File: src/rtl/param_slave_fifo.sv
// Parameterised single-clock slave FIFO: upstream write port, arbiter-acked read port
// with one-cycle registered read data, occupancy/margin/almost-full status and sticky underflow.
module param_slave_fifo #(
  parameter int unsigned DATA_W   = 32,
  parameter int unsigned DEPTH    = 32,
  parameter int unsigned AFULL_TH = 28,
  localparam int unsigned AW      = $clog2(DEPTH),
  localparam int unsigned CW      = AW + 1
) (
  input  logic              clk_i,
  input  logic              rst_i,
  input  logic              chx_valid_i,
  input  logic [DATA_W-1:0] chx_data_i,
  input  logic              slvx_en_i,
  input  logic              flush_i,
  input  logic              a2sx_ack_i,
  output logic              chx_ready_o,
  output logic              slvx_req_o,
  output logic              slvx_val_o,
  output logic [DATA_W-1:0] slvx_data_o,
  output logic [CW-1:0]     margin_o,
  output logic [CW-1:0]     count_o,
  output logic              afull_o,
  output logic              udf_o
);

  localparam logic [CW-1:0] DEPTH_C = CW'(DEPTH);
  localparam logic [CW-1:0] AFULL_C = CW'(AFULL_TH);

  logic [DATA_W-1:0] mem_q [DEPTH];

  logic [CW-1:0]     wptr_q, wptr_d;
  logic [CW-1:0]     rptr_q, rptr_d;
  logic              val_q, val_d;
  logic [DATA_W-1:0] data_q, data_d;
  logic              udf_q, udf_d;

  logic              empty, full, wr_en, rd_en;
  logic [CW-1:0]     count;

  // Pointers carry an extra wrap bit so full and empty are distinguishable.
  assign empty = (wptr_q == rptr_q);
  assign full  = (wptr_q[AW-1:0] == rptr_q[AW-1:0]) && (wptr_q[AW] != rptr_q[AW]);
  assign count = wptr_q - rptr_q;

  assign chx_ready_o = !full && slvx_en_i && !flush_i && !rst_i;
  assign slvx_req_o  = !empty && !rst_i;
  assign wr_en       = chx_valid_i && chx_ready_o;
  assign rd_en       = a2sx_ack_i && !empty && !flush_i;

  assign count_o     = count;
  assign margin_o    = DEPTH_C - count;
  assign afull_o     = (count >= AFULL_C);
  assign slvx_val_o  = val_q;
  assign slvx_data_o = data_q;
  assign udf_o       = udf_q;

  // Storage is intentionally not reset.
  always_ff @(posedge clk_i) begin
    if (wr_en) begin
      mem_q[wptr_q[AW-1:0]] <= chx_data_i;
    end
  end

  always_comb begin
    wptr_d = wptr_q;
    rptr_d = rptr_q;
    val_d  = 1'b0;
    data_d = data_q;
    udf_d  = udf_q;
    if (flush_i) begin
      wptr_d = '0;
      rptr_d = '0;
      udf_d  = 1'b0;
    end else begin
      if (wr_en) begin
        wptr_d = wptr_q + CW'(1);
      end
      if (rd_en) begin
        rptr_d = rptr_q + CW'(1);
        val_d  = 1'b1;
        data_d = mem_q[rptr_q[AW-1:0]];
      end
      if (a2sx_ack_i && empty) begin
        udf_d = 1'b1;
      end
    end
  end

  always_ff @(posedge clk_i or posedge rst_i) begin
    if (rst_i) begin
      wptr_q <= '0;
      rptr_q <= '0;
      val_q  <= 1'b0;
      data_q <= '0;
      udf_q  <= 1'b0;
    end else begin
      wptr_q <= wptr_d;
      rptr_q <= rptr_d;
      val_q  <= val_d;
      data_q <= data_d;
      udf_q  <= udf_d;
    end
  end

endmodule

File: config.mk
export PLATFORM = sky130hd
export DESIGN_NAME = param_slave_fifo
export DESIGN_NICKNAME = d
export VERILOG_FILES = /design/src/rtl/param_slave_fifo.sv
export SDC_FILE = /design/constraint.sdc
export NUM_CORES = 1
export LEC_CHECK = 0
export CORE_MARGIN = 5
export CORE_UTILIZATION = 55
export DETAILED_ROUTE_END_ITERATION = 8
export GPL_ROUTABILITY_DRIVEN = 0
export PLACE_DENSITY_LB_ADDON = 0.3
export SKIP_LAST_GASP = 1
export SLEW_MARGIN = 20
export SYNTH_ARGS = -nofsm -noshare
export SYNTH_HDL_FRONTEND = slang
export SYNTH_SLANG_ARGS = --single-unit
File: constraint.sdc
create_clock -name clk_i -period 5.6 [get_ports clk_i]
set_clock_uncertainty 0.2 [all_clocks]
set_input_delay 0.84 -clock clk_i [delete_from_list [all_inputs] [get_ports clk_i]]
set_output_delay 0.84 -clock clk_i [all_outputs]
set_load 0.01 [all_outputs]
==> out/metrics.csv <==
metric,value,unit
yosys_warnings,0,
maximum_number_of_pins_on_one_net_before_global_route_repair,93,
die_h,285,um
synth.yosys.seq_area_share,76.9,%
postSynthNetCount,2051,
fillCellCount,4892,
cts.htree.levels,3,
worst_ir_drop_vdd,0.224,mV
ioPinCount,87,
setup_repair_after_global_routing_missed_its_margin,false,
root_buf_cell,clkbuf_16,
drt_first_iter_violations,2589,
dp_hpwl,55.1,mm
clk_latency,0.66,ns
asyncSetResetFlopFracSynth,4.30,%
max_stage_delay,0.65,ns
die-width,285,um
slew_at_the_pin_closest_to_its_max_slew_limit,1.13,ns
area_growth_syn_to_layout,13.4,%
grt.total_usage,23.8,%
first_global_vias,21100,
area.sequential,31900,um2
maxSlewHeadroom,24.8,%
grt_pass1_wl,142,mm
via_count,20500,
clock_tree_from_tritoncts,yes,
antenna_left,0,
layout-drive-gt1-share,23.3,%
placeableCoreArea,74600,um2
route.detailed.vias_per_inst,6.39,
post_synth_main_area_contributors,"edfxtp_1 74%, mux4_2 11%, mux2i_1 3.2%",
power_leakage,14.5,nW
critPathArrivalTime,3.68,ns
most-common-layout-cells,"1024 x edfxtp_1, 205 x mux4_2, 134 x mux2i_1",
critPathKind,flip-flop to output pin,
min_period,4.72,ns
synth-edff-count,1024,
clkSinkCount,1070,
required,4.56,ns
grt_antenna_before_repair,1,
synth_area_per_cell,20.7,um2
cts_stage_hold_buffer_count,0,
r2r_setup_slack,1.23,ns
initial_utilization,55.6,%
cts_made_buffers,104,
final_max_slew_viol_count,0,
ctsResizeCount,0,
cts_setup_buffers,0,
cp_cell_sequence,"inv_1, ha_1, nor2b_1, o21a_1, or3_1, a2111oi_2, xor2_1, clkdlybuf4s50_1",
holdCritPathClass,input pin to async pin,
route.detailed.wl_per_inst,30.0,um
finalNetCount,2194,
cellPowerDensity,366,nW/um2
placement_rows,100,
drc,0,
run_status,"complete, no violations",
report.final.setup_viol,0,
clock.fmax,212,MHz
dieArea,81000,um2
post_synth_inst_count,2001,
clkSlewWorstSetupHoldPaths,0.07,ns
post-synth-top-area-cell,edfxtp_1,
layout_commonest_cell,edfxtp_1,
placement.io_buffers,86,
hold-worst-slack,0.228,ns
antennaDiodeCount,0,
area_share_of_the_leading_cell_type_in_the_synthesized_netlist,74.1,%
synth-main-ff-cell,edfxtp_1,
post-route-period-util,84.2,%
netlist-cell-type-count,56,
finalSetupTns,0,ns
post_synth_instance_area,41500,um2
drv_cap,0,
dr.pass1.iters,5,
finalWirelength,96.0,mm
final-hold-violation-count,0,
cp-end-kind,output pin,
worst_setup_path_start_kind,flip-flop,
globalRoute.totalOverflow,0,
clk_path_buf_depth,3,
multiInputGateArea,9070,um2
crit_fanout,18,
synth.ff_latch_count,1070,
crit_slowest_cell,dfrtp_4,
==> worst paths after layout <==
check                                start         endpoint  depth (start not counted)
max in group asynchronous            rst_i        rptr_q[1]                          3
max reg2reg                      rptr_q[2]     mem_q[22][2]                          7
min reg2reg                slvx_data_o[20]  slvx_data_o[20]                          1
min                                  rst_i            udf_o                          2
min in group clk_i         slvx_data_o[20]  slvx_data_o[20]                          1
max                              rptr_q[1]      margin_o[5]                          8
==> synth_stat cells (20+ instances only) <==
cell type	instances
nand2_1	51
dfrtp_1	46
mux4_2	205
buf_4	20
clkbuf_1	27
mux2i_1	134
buf_2	43
a22oi_1	51
a21oi_1	50
edfxtp_1	1024
nor2_1	96
a221oi_1	21
==> critical path, delay by kind of cell, from the launching register on <==
kind	cells	cell delay [ns]
buffers and inverters	2	0.77
AND/OR/NAND/NOR	2	0.50
flip-flops	1	0.65
XOR/XNOR	1	0.17
adder cells (fa/ha/maj)	1	0.34
AO/OA/AOI/OAI	2	0.59
==> power breakdown <==
| group | internal, W | total (W) | switching [W] |
|---|---|---|---|
| registers | 0.00888 | 0.00900 | 0.000120 |
| clock network | 0.00427 | 0.00725 | 0.00297 |
| logic | 0.000471 | 0.000977 | 0.000506 |
| total | 0.0136 | 0.0172 | 0.00360 |
==> sequential cells by signal (all words and copies together) (netlist names) <==
signal	flops
mem_q	1024
rptr_q	6
slvx_val_o	1
udf_o	1
wptr_q	6
slvx_data_o	32
==> stage by stage <==
stage,setup slack [ns],area (um2),total power [W],std cells,utilization (%)
final,0.885,47100,0.0172,3202,63.1
after global routing,0.637,47100,0.0177,3202,63.1
after CTS,0.782,47100,0.0173,3202,63.2
after detailed placement,0.953,43600,0.0102,3007,58.4
after global placement,1.04,43600,0.0101,3007,58.5
after floorplan,1.68,41500,0.00958,2001,-
==> routing by layer <==
layer | up-vias | global-route usage [%] | wire, um
met5 | - | 0 | 0
met4 | 0 | 6.41 | 2090
met3 | 140 | 5.83 | 9130
met2 | 990 | 37.4 | 46400
met1 | 10800 | 34.0 | 38400
li1 | 8566 | - | -
==> cells by family after synthesis <==
family,after synthesis,share of synthesized area (%)
DFF,1070,76.9
muxes,340,14.4
AOI/OAI and AO/OA,237,4.01
and+or+nand+nor,198,2.11
buffers and inverters,127,1.85
xor gates and xnor gates,17,0.359
adders and majority gates,12,0.380
==> area by class of cell <==
cell class | count | area share (%)
Clock inverter | 74 | 1.83
Timing Repair Buffer | 151 | 2.61
Inverter | 13 | 0.114
Sequential cell | 1070 | 67.8
Clock buffer | 121 | 5.77
Multi-Input combinational cell | 804 | 19.3
Tap cell | 969 | 2.58
No activity file was read; power rests on OpenSTA's default activity.
